**src/rtl/frontend_mode_ctrl_if.sv**
```systemverilog
// Measurement and reconfiguration bundle between the TVP7002 frontend and the mode-lock sequencer.
// Optional FRONTEND_HSYNCW_CHECK_EN adds the locked hsync width output.
interface frontend_mode_ctrl_if;
    logic        frame_stb_i;
    logic        sync_active_i;
    logic [10:0] vtotal_i;
    logic [19:0] pcnt_frame_i;
    logic        interlace_i;
    logic [7:0]  hsync_width_i;
    logic        cfg_ack_i;
    logic        cfg_req_o;
    logic        mode_valid_o;
    logic        mode_change_o;
    logic [10:0] mode_vtotal_o;
    logic [19:0] mode_pcnt_frame_o;
    logic        mode_interlace_o;
    logic [1:0]  state_o;
`ifdef FRONTEND_HSYNCW_CHECK_EN
    logic [7:0]  mode_hsync_width_o;
`endif

    modport master (
        output frame_stb_i, sync_active_i, vtotal_i, pcnt_frame_i,
        output interlace_i, hsync_width_i, cfg_ack_i,
        input  cfg_req_o, mode_valid_o, mode_change_o, mode_vtotal_o,
`ifdef FRONTEND_HSYNCW_CHECK_EN
        input  mode_hsync_width_o,
`endif
        input  mode_pcnt_frame_o, mode_interlace_o, state_o
    );

    modport slave (
        input  frame_stb_i, sync_active_i, vtotal_i, pcnt_frame_i,
        input  interlace_i, hsync_width_i, cfg_ack_i,
        output cfg_req_o, mode_valid_o, mode_change_o, mode_vtotal_o,
`ifdef FRONTEND_HSYNCW_CHECK_EN
        output mode_hsync_width_o,
`endif
        output mode_pcnt_frame_o, mode_interlace_o, state_o
    );
endinterface

```
**src/rtl/frontend_mode_ctrl.sv**
```systemverilog
// Mode-lock sequencer: qualifies stable frontend modes and requests timing reconfiguration.
// Optional FRONTEND_HSYNCW_CHECK_EN also compares hsync width when matching modes.
module frontend_mode_ctrl #(
    parameter int STABLE_FRAMES  = 3,
    parameter int LOSS_FRAMES    = 2,
    parameter int PCNT_TOL       = 64,
    parameter int TIMEOUT_CYCLES = 2700000
) (
    input logic                 CLK_MEAS_i,
    input logic                 reset,
    frontend_mode_ctrl_if.slave bus
);

    typedef enum logic [1:0] {
        NOSYNC  = 2'd0,
        ACQUIRE = 2'd1,
        CFG_REQ = 2'd2,
        LOCKED  = 2'd3
    } state_t;

    typedef struct packed {
        logic [10:0] vtotal;
        logic [19:0] pcnt;
        logic        il;
`ifdef FRONTEND_HSYNCW_CHECK_EN
        logic [7:0]  hsw;
`endif
    } meas_t;

    localparam logic [21:0] TO_LIM   = 22'(TIMEOUT_CYCLES);
    localparam logic [20:0] TOL      = 21'(PCNT_TOL);
    localparam logic [3:0]  STB_LAST = 4'(STABLE_FRAMES - 1);
    localparam logic [3:0]  LOSS_LIM = 4'(LOSS_FRAMES);

    function automatic logic match(input meas_t a, input meas_t b);
        logic [20:0] d;
        logic        ok;
        d = {1'b0, a.pcnt} - {1'b0, b.pcnt};
        if (d[20])
            d = -d;
        ok = (a.vtotal == b.vtotal) && (a.il == b.il) && (d <= TOL)
          && (a.vtotal != '0) && (b.vtotal != '0)
          && (a.pcnt != '0) && (b.pcnt != '0);
`ifdef FRONTEND_HSYNCW_CHECK_EN
        begin
            logic [8:0] h;
            h = {1'b0, a.hsw} - {1'b0, b.hsw};
            if (h[8])
                h = -h;
            ok = ok && (h <= 9'd2);
        end
`endif
        return ok;
    endfunction

    state_t      state;
    meas_t       cand;
    meas_t       lk;
    meas_t       cur;
    logic        cand_valid;
    logic        lk_valid;
    logic [3:0]  stable_ctr;
    logic [3:0]  loss_ctr;
    logic [21:0] to_ctr;
    logic        cfg_req;
    logic        mode_valid;
    logic        mode_change;

    logic        loss_ev;
    logic        m_cand;
    logic        m_lk;
    logic [3:0]  stb_nxt;
    logic [3:0]  loss_nxt;

    always_comb begin
        cur        = '0;
        cur.vtotal = bus.vtotal_i;
        cur.pcnt   = bus.pcnt_frame_i;
        cur.il     = bus.interlace_i;
`ifdef FRONTEND_HSYNCW_CHECK_EN
        cur.hsw    = bus.hsync_width_i;
`endif
    end

`ifndef FRONTEND_HSYNCW_CHECK_EN
    logic unused_hsw;
    assign unused_hsw = ^bus.hsync_width_i;
`endif

    assign loss_ev = (to_ctr >= TO_LIM) || !bus.sync_active_i;
    assign m_cand  = cand_valid && match(cur, cand);
    assign m_lk    = lk_valid && match(cur, lk);

    always_comb begin
        stb_nxt  = '0;
        loss_nxt = loss_ctr;
        if (m_cand)
            stb_nxt = (stable_ctr == 4'hf) ? stable_ctr : stable_ctr + 4'd1;
        if (loss_ctr != 4'hf)
            loss_nxt = loss_ctr + 4'd1;
    end

    // Watchdog runs in every state; a strobe is the only thing that clears it.
    always_ff @(posedge CLK_MEAS_i or posedge reset) begin
        if (reset)
            to_ctr <= '0;
        else if (bus.frame_stb_i)
            to_ctr <= '0;
        else if (to_ctr != '1)
            to_ctr <= to_ctr + 22'd1;
    end

    always_ff @(posedge CLK_MEAS_i or posedge reset) begin
        if (reset) begin
            state       <= NOSYNC;
            cand        <= '0;
            lk          <= '0;
            cand_valid  <= 1'b0;
            lk_valid    <= 1'b0;
            stable_ctr  <= '0;
            loss_ctr    <= '0;
            cfg_req     <= 1'b0;
            mode_valid  <= 1'b0;
            mode_change <= 1'b0;
        end else begin
            mode_change <= 1'b0;
            if (loss_ev) begin
                state      <= NOSYNC;
                cfg_req    <= 1'b0;
                mode_valid <= 1'b0;
                stable_ctr <= '0;
                loss_ctr   <= '0;
            end else begin
                unique case (state)
                    NOSYNC: begin
                        state      <= ACQUIRE;
                        stable_ctr <= '0;
                        cand_valid <= 1'b0;
                    end
                    ACQUIRE: begin
                        if (bus.frame_stb_i) begin
                            cand       <= cur;
                            cand_valid <= 1'b1;
                            stable_ctr <= stb_nxt;
                            if (stb_nxt >= STB_LAST) begin
                                // Same mode seen again: skip reconfiguration.
                                if (m_lk) begin
                                    state      <= LOCKED;
                                    mode_valid <= 1'b1;
                                    loss_ctr   <= '0;
                                end else begin
                                    lk          <= cur;
                                    lk_valid    <= 1'b1;
                                    state       <= CFG_REQ;
                                    cfg_req     <= 1'b1;
                                    mode_change <= 1'b1;
                                end
                            end
                        end
                    end
                    CFG_REQ: begin
                        if (bus.cfg_ack_i) begin
                            cfg_req    <= 1'b0;
                            mode_valid <= 1'b1;
                            state      <= LOCKED;
                            loss_ctr   <= '0;
                        end
                    end
                    LOCKED: begin
                        if (bus.frame_stb_i) begin
                            if (m_lk) begin
                                loss_ctr <= '0;
                            end else if (loss_nxt >= LOSS_LIM) begin
                                mode_valid <= 1'b0;
                                state      <= ACQUIRE;
                                stable_ctr <= '0;
                                loss_ctr   <= '0;
                                cand       <= cur;
                                cand_valid <= 1'b1;
                            end else begin
                                loss_ctr <= loss_nxt;
                            end
                        end
                    end
                endcase
            end
        end
    end

    assign bus.state_o           = state;
    assign bus.cfg_req_o         = cfg_req;
    assign bus.mode_valid_o      = mode_valid;
    assign bus.mode_change_o     = mode_change;
    assign bus.mode_vtotal_o     = lk.vtotal;
    assign bus.mode_pcnt_frame_o = lk.pcnt;
    assign bus.mode_interlace_o  = lk.il;
`ifdef FRONTEND_HSYNCW_CHECK_EN
    assign bus.mode_hsync_width_o = lk.hsw;
`endif

endmodule
```
**src/flat_wrapper.sv**
```systemverilog
// flat-port wrapper written by rule: the top's interface ports become plain ports
module frontend_mode_ctrl_flat 
#(
    parameter int STABLE_FRAMES  = 3,
    parameter int LOSS_FRAMES    = 2,
    parameter int PCNT_TOL       = 64,
    parameter int TIMEOUT_CYCLES = 2700000
)
  (CLK_MEAS_i, reset, bus_frame_stb_i, bus_sync_active_i, bus_vtotal_i, bus_pcnt_frame_i, bus_interlace_i, bus_hsync_width_i, bus_cfg_ack_i, bus_cfg_req_o, bus_mode_valid_o, bus_mode_change_o, bus_mode_vtotal_o, bus_mode_pcnt_frame_o, bus_mode_interlace_o, bus_state_o);
  frontend_mode_ctrl_if bus_i ();
  input logic CLK_MEAS_i;
  input logic reset;
  input wire logic [$bits(bus_i.frame_stb_i)-1:0] bus_frame_stb_i;
  input wire logic [$bits(bus_i.sync_active_i)-1:0] bus_sync_active_i;
  input wire logic [$bits(bus_i.vtotal_i)-1:0] bus_vtotal_i;
  input wire logic [$bits(bus_i.pcnt_frame_i)-1:0] bus_pcnt_frame_i;
  input wire logic [$bits(bus_i.interlace_i)-1:0] bus_interlace_i;
  input wire logic [$bits(bus_i.hsync_width_i)-1:0] bus_hsync_width_i;
  input wire logic [$bits(bus_i.cfg_ack_i)-1:0] bus_cfg_ack_i;
  output wire logic [$bits(bus_i.cfg_req_o)-1:0] bus_cfg_req_o;
  output wire logic [$bits(bus_i.mode_valid_o)-1:0] bus_mode_valid_o;
  output wire logic [$bits(bus_i.mode_change_o)-1:0] bus_mode_change_o;
  output wire logic [$bits(bus_i.mode_vtotal_o)-1:0] bus_mode_vtotal_o;
  output wire logic [$bits(bus_i.mode_pcnt_frame_o)-1:0] bus_mode_pcnt_frame_o;
  output wire logic [$bits(bus_i.mode_interlace_o)-1:0] bus_mode_interlace_o;
  output wire logic [$bits(bus_i.state_o)-1:0] bus_state_o;
  assign bus_i.frame_stb_i = bus_frame_stb_i;
  assign bus_i.sync_active_i = bus_sync_active_i;
  assign bus_i.vtotal_i = bus_vtotal_i;
  assign bus_i.pcnt_frame_i = bus_pcnt_frame_i;
  assign bus_i.interlace_i = bus_interlace_i;
  assign bus_i.hsync_width_i = bus_hsync_width_i;
  assign bus_i.cfg_ack_i = bus_cfg_ack_i;
  assign bus_cfg_req_o = bus_i.cfg_req_o;
  assign bus_mode_valid_o = bus_i.mode_valid_o;
  assign bus_mode_change_o = bus_i.mode_change_o;
  assign bus_mode_vtotal_o = bus_i.mode_vtotal_o;
  assign bus_mode_pcnt_frame_o = bus_i.mode_pcnt_frame_o;
  assign bus_mode_interlace_o = bus_i.mode_interlace_o;
  assign bus_state_o = bus_i.state_o;
  frontend_mode_ctrl #(.STABLE_FRAMES(STABLE_FRAMES), .LOSS_FRAMES(LOSS_FRAMES), .PCNT_TOL(PCNT_TOL), .TIMEOUT_CYCLES(TIMEOUT_CYCLES)) u_core (.CLK_MEAS_i(CLK_MEAS_i), .reset(reset), .bus(bus_i));
endmodule
```
**config.mk**
```make
export PLATFORM = sky130hd
export DESIGN_NAME = frontend_mode_ctrl_flat
export DESIGN_NICKNAME = d
export VERILOG_FILES = /design/src/rtl/frontend_mode_ctrl_if.sv /design/src/rtl/frontend_mode_ctrl.sv /design/src/flat_wrapper.sv
export SDC_FILE = /design/constraint.sdc
export NUM_CORES = 1
export LEC_CHECK = 0
export BUFFER_PORTS_ARGS = -buffer_cell sky130_fd_sc_hd__buf_2
export CAP_MARGIN = 20
export CORE_MARGIN = 3
export CORE_UTILIZATION = 60
export CTS_BUF_LIST = sky130_fd_sc_hd__clkbuf_8
export DETAILED_ROUTE_END_ITERATION = 8
export PLACE_DENSITY = 0.8
export SLEW_MARGIN = 20
export SYNTH_ARGS = -nofsm -noshare
export SYNTH_HDL_FRONTEND = slang
export SYNTH_SLANG_ARGS = --single-unit
```
**constraint.sdc**
```tcl
create_clock -name CLK_MEAS_i -period 5 [get_ports CLK_MEAS_i]
set_input_delay 0.5 -clock CLK_MEAS_i [delete_from_list [all_inputs] [get_ports CLK_MEAS_i]]
set_output_delay 0.5 -clock CLK_MEAS_i [all_outputs]
set_load 0.03 [all_outputs]
```
======== Word-level counts from Yosys, hierarchy flattened ========
Index checks and enable logic that the tools add are counted.
W data, S select, Z words.
storage, ports and cells
  output and inout port bits .............. 37
  bits in registers ....................... 101
  input bits .............................. 45
  logic and storage cells ................. 149
operators by class
  add/subtract/negate cells ............... 7
  order comparisons ....................... 5
  reductions and logical operators ........ 37
  equality and inequality tests ........... 22
  bitwise logic cells ..................... 2
  multiplexer cells ....................... 61
operator list
  cell                     number
  $mux W32                 4
  $mux W4                  16
  $pmux W32 S2             1
  $reduce_bool A20 Y1      3
  $mux W22                 2
  $le A21 B7 Y1 const B    2
  $mux W21                 2
  $neg A21 Y21             2
  $sub A20 B20 Y21         2
  $reduce_bool A11 Y1      3
  $pmux W4 S3              2
  $reduce_and A6 Y1        4
  $mux W1                  23
  $add A22 B1 Y22 const B  1
  $eq A11 B11 Y1           2
  $ge A22 B22 Y1 const B   1
  $ne A22 B22 Y1 const B   1
  $ne A3 B2 Y1 const B     5
  $reduce_and A5 Y1        3
  $logic_and A1 B1 Y1      14
  $mux W2                  7
  $ne A3 B1 Y1 const B     3
  $add A4 B1 Y4 const B    2
  $ge A4 B2 Y1 const B     2
  other kinds (18)         27

======== Longest topological paths before layout ========
Gate-level depths: netlist of run 1.
  depth after elaboration ................. 16
  mapped depth ............................ 18
  depth with buffers taken out ............ 16

======== Worst setup path after synthesis of run 1 ========
OpenSTA, ideal clock, no wires.
  kind .................................... input-to-reg
  start ................................... input port bus_pcnt_frame_i[0]
  end ..................................... register u_core.state[0], in the netlist u_core.bus.state_o[0]
  library setup time ...................... 120 ps
  stages .................................. 15
  data arrival time ....................... 4,602 ps
  path buffers ............................ 0
  path slack .............................. 279 ps
  required time ........................... 4,880 ps
  cells stage by stage .................... inv_1 -> ha_1 -> fa_1 -> nand2b_1 -> a21o_1 -> a211oi_4 -> nor2_2 -> o31a_4 -> and3_2 -> or3_1 -> or4_1 -> or4b_4 -> o21a_1 -> or3_1 -> and3_1
between the ends
  word-level cells in the longest chain between the ends .. 15
  elaborated cells between the ends (all ways) .. 31
  classes of those cells .................. add/sub (4); order compare (3); eq/ne (2); mux (8); reduce/logical (14)
RTL lines
  item                                                       RTL line                   source
  start, declared                                            flat_wrapper.sv:16         input wire logic [$bits(bus_i.pcnt_frame_i)-1:0] bus_pcnt_frame_i;
  branches (longest 15 deep; another with $sub A20 B20 Y21)  -
  end signal, assigned                                       frontend_mode_ctrl.sv:128  state <= NOSYNC;
  end signal, assigned                                       frontend_mode_ctrl.sv:136  state <= ACQUIRE;
  end signal, assigned                                       frontend_mode_ctrl.sv:148  state <= LOCKED;
  end, declared                                              frontend_mode_ctrl.sv:56   state_t state;
Several ways; the timed one is not identified. The select of a mux whose other input is x is not followed.
A chain may end at the register's enable or synchronous reset.

======== Worst setup path in the final report of run 1 ========
  start ................................... register u_core.cand[1] (netlist name)
  end ..................................... register u_core.state[0], in the netlist u_core.bus.state_o[0]
between the ends
  word-level cells in the longest chain between the ends .. 14
  elaborated cells between the ends (all ways) .. 15
  classes of those cells .................. add/sub (2); order compare (2); eq/ne (1); mux (2); reduce/logical (8)
RTL lines
  item                                    RTL line                   source
  start, declared                         frontend_mode_ctrl.sv:57   meas_t cand;
  start signal, assigned                  frontend_mode_ctrl.sv:142  cand <= cur;
  start signal, assigned                  frontend_mode_ctrl.sv:178  cand <= cur;
  $sub A20 B20 Y21                        frontend_mode_ctrl.sv:38   d = {1'b0, a.pcnt} - {1'b0, b.pcnt};
  $neg A21 Y21                            frontend_mode_ctrl.sv:40   d = -d;
  $mux W21                                frontend_mode_ctrl.sv:39   if (d[20])
  $le A21 B7 Y1                           frontend_mode_ctrl.sv:41   ok = (a.vtotal == b.vtotal) && (a.il == b.il) && (d <= TOL)
  $logic_and A1 B1 Y1                     frontend_mode_ctrl.sv:41
  $logic_and A1 B1 Y1 (2 in series)       frontend_mode_ctrl.sv:42   && (a.vtotal != '0) && (b.vtotal != '0)
  $logic_and A1 B1 Y1                     frontend_mode_ctrl.sv:43   && (a.pcnt != '0) && (b.pcnt != '0);
  $logic_and A1 B1 Y1 (*)                 frontend_mode_ctrl.sv:43
  $logic_and A1 B1 Y1 (*)                 frontend_mode_ctrl.sv:91   assign m_cand = cand_valid && match(cur, cand);
  $mux W4 (*)                             frontend_mode_ctrl.sv:97   if (m_cand)
  $ge A4 B2 Y1 (*)                        frontend_mode_ctrl.sv:145  if (stb_nxt >= STB_LAST) begin
  $ne A3 B1 Y1 (no source line) (*)       -
  $reduce_and A6 Y1 (no source line) (*)  -
  end signal, assigned                    frontend_mode_ctrl.sv:115  state <= NOSYNC;
  end signal, assigned                    frontend_mode_ctrl.sv:148
  end signal, assigned                    frontend_mode_ctrl.sv:154  state <= CFG_REQ;
Every way passes the cells marked *; elsewhere a longest branch is shown, timed or not.

==> impl_metrics.toml, run 1 <==
[routing]
via_per_inst = 6.45
routedWlPerCell_um = 18.2
first_iter_violations = 715
drc = 0
antenna_left = 0
dr.pass1.iters = 5
vias = 9012
totalWireLength_mm = 25.4

[layout]
final_common_cell = "dfrtp_1"
diodes = 0
fin_util_pct = 68.8
layout-drive-gt1-share_pct = 20.7
nFillCells = 1259
mostFrequentLayoutCells = "101 x dfrtp_1, 73 x buf_2, 63 x nand2_1, 63 x inv_1, 59 x nor2_1"
seq_area_um2 = 2530
stdcell_count = 1397
synthToLayoutAreaGrowth_pct = 11.4
nets = 1277
multi_input_area_um2 = 6510

[grt]
grt.overflow.total = 0
grt_busiest_layer = "met2"
grt_antenna_before_repair = 0
met3_usage_pct = 3.78
grt_pass1_wl_mm = 42.1
met2_usage_pct = 47.0
grt_pass1_vias = 8543
use_met1_pct = 40.9
grt_use_total_pct = 29.0
grt_max_degree = 63

[logic_synthesis]
yosysWarnings = 0
ys_types = 106
synth_edf_count = 0
synth_top_flop_cell = "dfrtp_1"
avgSynthCellArea_um2 = 8.78
async_reset_ff_share_pct = 100
syn_inst = 1082
syn_nets = 1178
synth_seq_cells = 101
synth_area_um2 = 9500
ys_seq_area_share_pct = 26.6

[floorplan]
core_area_um2 = 15400
die_w_um = 132
fp.dieH_um = 132
ios = 82
row_count = 45
dieArea_um2 = 17400
initial_utilization_pct = 61.8

[placed_design]
place_inst = 1380
gp_congestion = 0.921
portBuffers = 73
dp_slack_ns = -0.0843
dp_hpwl_mm = 19.8

[sta]
fmax_mhz = 209
fin_worst_skew_ns = 0.0185
hold_viol = 0
rsz0062_at_grt = "no"
fin_ws_ns = 0.218
period_share_pct = 95.6
worst_pin_slew_ns = 0.984
final-setup-viol-count = 0
min_period_ns = 4.78
slew_viol_final = 0
max_slew_margin_pct = 33.7

[critical_path]
cp_top_family = "simple AND/OR/NAND/NOR gates"
crit_buf_inv = 0
ff2ff_path_depth = 14
cp_data_required_time_ns = 5.29
path_cells = "ha_1 -> fa_1 -> nand2b_1 -> a21o_4 -> a211oi_4 -> nor2_2 -> o31a_4 -> mux2i_1 -> or3_1 -> or4_1 -> or4b_4 -> o21a_1 -> or3_1 -> and3_1"
crit_fanout = 8
max_stage_delay_ns = 0.59
cp-start-kind = "register"
reg2reg_to = "u_core.bus.state_o[0]$_DFFE_PP0P_"
ff2ff_setup_slack_ns = 0.22
cp_common_cell = "or3_1"
cp-end-kind = "register"
arrival_ns = 5.07
crit_type = "reg2reg"
crit_slowest_cell = "or4b_4"
r2r_start = "u_core.cand[1]$_DFFE_PP0P_"
startpoint = "u_core.cand[1]$_DFFE_PP0P_"

[clocking]
cts_buffers = 9
cts_num_sinks = 101
tritoncts = "yes"
clock_latency_ns = 0.40
htree_levels = 3
clockBufferDepth = 2
path_clk_slew_ns = 0.11
ctsRootBufferMaster = "clkbuf_8"

[power]
power_density_nw_per_um2 = 433
clkPwrFrac_pct = 12.6
irDropWorstVdd_mv = 0.386
leakagePower_nw = 4.64
p_switching_mw = 2.14
switching_share_pct = 46.8
seq_power_share_pct = 24.4
combPwrFrac_pct = 63.1
p_int_mw = 2.44
total_power_mw = 4.58

[job]
maxCapViolations = 0

[run_status]
outcome = "finished, final reports clean"

[min_path]
hp-class = "in2async"
-- sequential cells by signal, indices dropped and copies added, names as in the netlist, 2 cells and up --
register and flops:
u_core.bus.mode_pcnt_frame_o 20, u_core.bus.state_o 2, u_core.cand 32, u_core.stable_ctr 4
u_core.bus.mode_vtotal_o 11, u_core.to_ctr 22, u_core.loss_ctr 4
-- cell type report --
| class | instances | share of cell area [%] |
|---|---|---|
| tap | 211 | 2.50 |
| sequential | 101 | 23.9 |
| timing repair buffer | 130 | 7.74 |
| multi-input combinational | 875 | 61.5 |
| inverter | 64 | 2.29 |
| clock inverter | 6 | 0.733 |
| clock buffer | 10 | 1.30 |
-- metrics by stage --
step / hold WS, ns / setup TNS [ns] / area (um^2)
detailed placement: 0.493 / -1.66 / 10300
global route: 0.280 / 0 / 10600
floorplan: 0.448 / 0 / 9500
finish: 0.246 / 0 / 10600
global placement: 0.477 / -0.00915 / 10300
CTS: 0.257 / 0 / 10500
-- power groups by stage --
stage / registers (mW) / logic [mW] / clock network [mW]
after floorplan: 1.11 / 2.16 / 0
after global placement: 1.12 / 2.76 / 0
after detailed placement: 1.13 / 2.81 / 0
after CTS: 1.11 / 2.83 / 0.589
after global routing: 1.14 / 3.17 / 0.618
final: 1.12 / 2.89 / 0.577
-- synthesized netlist by cell type (5+ instances only) --
| cell type | instances | share of area (%) |
|---|---|---|
| and3_1 | 14 | 0.92 |
| a31o_2 | 5 | 0.46 |
| and2_1 | 12 | 0.79 |
| buf_4 | 5 | 0.40 |
| o31ai_1 | 7 | 0.55 |
| nor3b_1 | 6 | 0.47 |
| nand3b_1 | 5 | 0.40 |
| nand2_1 | 63 | 2.5 |
| nand4_1 | 26 | 1.7 |
| a21oi_2 | 6 | 0.55 |
| o211a_1 | 9 | 0.95 |
| or4_1 | 5 | 0.40 |
| nor3_1 | 30 | 1.6 |
| o2111ai_1 | 9 | 0.83 |
| nand2b_1 | 16 | 1.1 |
| or2_2 | 11 | 0.72 |
| a211oi_1 | 13 | 1.0 |
| inv_1 | 64 | 2.5 |
| or3_1 | 22 | 1.4 |
| dfrtp_1 | 101 | 27 |
| nor2_1 | 60 | 2.4 |
| mux2i_1 | 11 | 1.2 |
| buf_6 | 5 | 0.59 |
| o21a_1 | 13 | 1.0 |
| o211ai_1 | 28 | 2.2 |
| mux2_1 | 41 | 4.9 |
| xnor2_1 | 19 | 1.8 |
| clkbuf_1 | 15 | 0.59 |
| nand3_1 | 35 | 1.8 |
| nor2b_1 | 7 | 0.46 |
| a21o_1 | 14 | 1.1 |
| xor2_1 | 44 | 4.1 |
| nor4_1 | 40 | 2.6 |
| mux2_2 | 24 | 2.8 |
| a21oi_1 | 57 | 3.0 |
| a311oi_1 | 6 | 0.55 |
| a31oi_1 | 8 | 0.53 |
| o21ai_0 | 49 | 2.6 |
| a211o_1 | 7 | 0.65 |
| buf_2 | 15 | 0.79 |
| ha_1 | 49 | 6.5 |
-- repair_timing --
action                                  4_1_cts  5_1_grt
resized for setup                             0        6
endpoints found under the setup margin        0       33
hold buffers                                  0        0
setup buffers                                 0        1
-- cell families after synthesis --
kind of cell	synth area share, %
adder cells (fa/ha/maj)	6.88
AO/OA/AOI/OAI	23.3
flip-flops	26.6
buffers and inverters	5.19
AND/OR/NAND/NOR	22.9
multiplexers	8.87
XOR/XNOR	6.27
-- routing by layer --
metal,vias up,part of all wire (%)
met5,-,0
met4,0,1.9
met3,37,6.7
met2,328,46
met1,4349,45
li1,4298,-
-- worst max-delay path by stage --
| stage | endpoint | cells past startpoint |
|---|---|---|
| 2_1_floorplan | u_core.bus.state_o[0]$_DFFE_PP0P_ | 15 |
| 3_3_place_gp | u_core.loss_ctr[0]$_DFFE_PP0P_ | 18 |
| 3_5_place_dp | u_core.loss_ctr[0]$_DFFE_PP0P_ | 17 |
| 4_1_cts | u_core.loss_ctr[0]$_DFFE_PP0P_ | 14 |
| 5_1_grt | u_core.bus.state_o[0]$_DFFE_PP0P_ | 14 |
| 6_report | u_core.bus.state_o[0]$_DFFE_PP0P_ | 14 |
(Power assumes the default switching activity.)
==> run 2: changes to the inputs <==
--- a/config.mk
+++ b/config.mk
@@ -9,7 +9,6 @@
 export CAP_MARGIN = 20
 export CORE_MARGIN = 3
 export CORE_UTILIZATION = 60
-export CTS_BUF_LIST = sky130_fd_sc_hd__clkbuf_8
 export DETAILED_ROUTE_END_ITERATION = 8
 export PLACE_DENSITY = 0.8
 export SLEW_MARGIN = 20
==> run 2 against run 1 <==
Effect of this change: first-iteration DRC count rose by 17%; largest cell class unchanged; sequential cell count unchanged; maximum frequency about the same; non-clock buffer count unchanged; via count rose by 0.81%; clock-buffer cell count unchanged; die area did not move; sequential power about the same; highest routed layer unchanged; combinational power hardly changed; clock skew down 0.0039 ns; wire length grew 1.4%.
==> impl_metrics.toml, run 2 (synthesis results as in run 1) <==
[sta]
holdWs_ns = 0.286
period_share_pct = 95.7
fin_worst_skew_ns = 0.0146
max_slew_margin_pct = 34.6
hold_viol = 0
slew_viol_final = 0
final-setup-viol-count = 0
rsz0062_at_grt = "yes"
min_period_ns = 4.79
worst_pin_slew_ns = 0.971
fmax_mhz = 209

[routing]
dr.pass1.iters = 6
drc = 0
first_iter_violations = 833
antenna_left = 0
routedWlPerCell_um = 18.4
vias = 9085
totalWireLength_mm = 25.8
via_per_inst = 6.50

[job]
maxCapViolations = 0

[placed_design]
place_inst = 1380
portBuffers = 73
dp_hpwl_mm = 19.8
gp_congestion = 0.921

[floorplan]
row_count = 45
fp.dieH_um = 132
dieArea_um2 = 17400
die_w_um = 132
ios = 82
initial_utilization_pct = 61.8
core_area_um2 = 15400

[clocking]
path_clk_slew_ns = 0.08
clockBufferDepth = 2
cts_num_sinks = 101
cts_buffers = 9
htree_levels = 3
clock_latency_ns = 0.36
tritoncts = "yes"
ctsRootBufferMaster = "clkbuf_16"
postCtsHoldBufs = 0

[grt]
grt_pass1_wl_mm = 42.6
grt.overflow.total = 0
grt_use_total_pct = 29.3
grt_max_degree = 63
grt_pass1_vias = 8668
grt_busiest_layer = "met2"
grt_antenna_before_repair = 0
met3_usage_pct = 4.43
use_met1_pct = 40.5
met2_usage_pct = 48.0

[layout]
layout-drive-gt1-share_pct = 20.5
nets = 1277
nFillCells = 1236
largest-register = "u_core.cand"
largest_register_ffs = 32
mostFrequentLayoutCells = "101 x dfrtp_1, 73 x buf_2, 63 x nand2_1, 63 x inv_1, 60 x nor2_1"
final_common_cell = "dfrtp_1"
diodes = 0
stdcell_count = 1397
synthToLayoutAreaGrowth_pct = 12.3

[critical_path]
cp-end-kind = "register"
crit_type = "reg2reg"
cp_common_cell = "or3_1"
cp_data_required_time_ns = 5.25
cp_top_family = "simple AND/OR/NAND/NOR gates"
crit_fanout = 8
cp-start-kind = "register"
arrival_ns = 5.03
crit_buf_inv = 0
max_stage_delay_ns = 0.59
crit_slowest_cell = "or4b_4"
path_cells = "ha_1 -> fa_1 -> nand2b_1 -> a21o_4 -> a211oi_4 -> nor2_2 -> o31a_4 -> mux2i_1 -> or3_1 -> or4_1 -> or4b_4 -> o21a_1 -> or3_1 -> and3_1"

[run_status]
outcome = "finished, final reports clean"

[power]
power_density_nw_per_um2 = 446
leakagePower_nw = 4.68
irDropWorstVdd_mv = 0.368

[min_path]
hp-class = "in2async"
[run 2: cell counts in the layout (fill, tap and decap cells not counted)]
No cell type changed its count.
[run 2: worst register-to-register path: stages (launching register included)]
cell and delay (ns):
dfrtp_1 0.41, ha_1 0.23, fa_1 0.38, nand2b_1 0.21, a21o_4 0.26, a211oi_4 0.32, nor2_2 0.10, o31a_4 0.35
mux2i_1 0.17, or3_1 0.40, or4_1 0.52, or4b_4 0.59, o21a_1 0.21, or3_1 0.36, and3_1 0.18
[run 2: repair_timing]
action | 4_1_cts | 5_1_grt
setup endpoints to repair | 0 | 10
buffers inserted | 0 | 1
gates resized for setup | 0 | 3
[run 2: area by class of cell]
type | count | area, um^2 | share of cell area [%]
multi-input combinational | 875 | 6500 | 60.9
sequential | 101 | 2530 | 23.7
timing repair buffer | 130 | 818 | 7.67
tap | 211 | 264 | 2.48
inverter | 64 | 243 | 2.28
clock buffer | 10 | 239 | 2.24
clock inverter | 6 | 77.6 | 0.727
[run 2: metal layers]
metal	vias up	share of wire, %
li1	4306	-
met1	4413	45
met2	311	46
met3	55	6.6
met4	0	2.5
met5	-	0
[run 2: report_power, final]
part | switching, mW | total, mW | internal (mW) | leakage (nW)
sequential | 0.141 | 1.12 | 0.974 | 1.33
combinational | 1.68 | 2.89 | 1.21 | 3.19
clock | 0.343 | 0.756 | 0.413 | 0.154
[run 2: path summary, 6_finish.rpt]
kind	startpoint	to	slack (ns)	cells past startpoint
max	u_core.cand[1]$_DFFE_PP0P_	u_core.bus.state_o[0]$_DFFE_PP0P_	0.21	14
min reg2reg	u_core.loss_ctr[3]$_DFFE_PP0P_	u_core.loss_ctr[3]$_DFFE_PP0P_	0.51	1
min	reset	u_core.cand[0]$_DFFE_PP0P_	0.29	2
max in group asynchronous	reset	u_core.bus.mode_pcnt_frame_o[18]$_DFFE_PP0P_	3.70	3
min in group CLK_MEAS_i	bus_interlace_i	u_core.bus.mode_interlace_o$_DFFE_PP0P_	0.42	2
max reg2reg	u_core.cand[1]$_DFFE_PP0P_	u_core.bus.state_o[0]$_DFFE_PP0P_	0.21	14
[run 2: stage by stage]
step	util (%)	power (mW)	cell area [um^2]	setup TNS [ns]	setup WS (ns)
final	69.4	4.76	10700	0	0.214
after global routing	69.4	5.10	10700	-0.00138	-0.00138
after CTS	69.2	4.71	10600	0	0.184
after detailed placement	67.1	3.93	10300	-1.66	-0.0843
after global placement	67.1	3.87	10300	-0.00915	-0.00915
after floorplan	-	3.27	9500	0	0.279
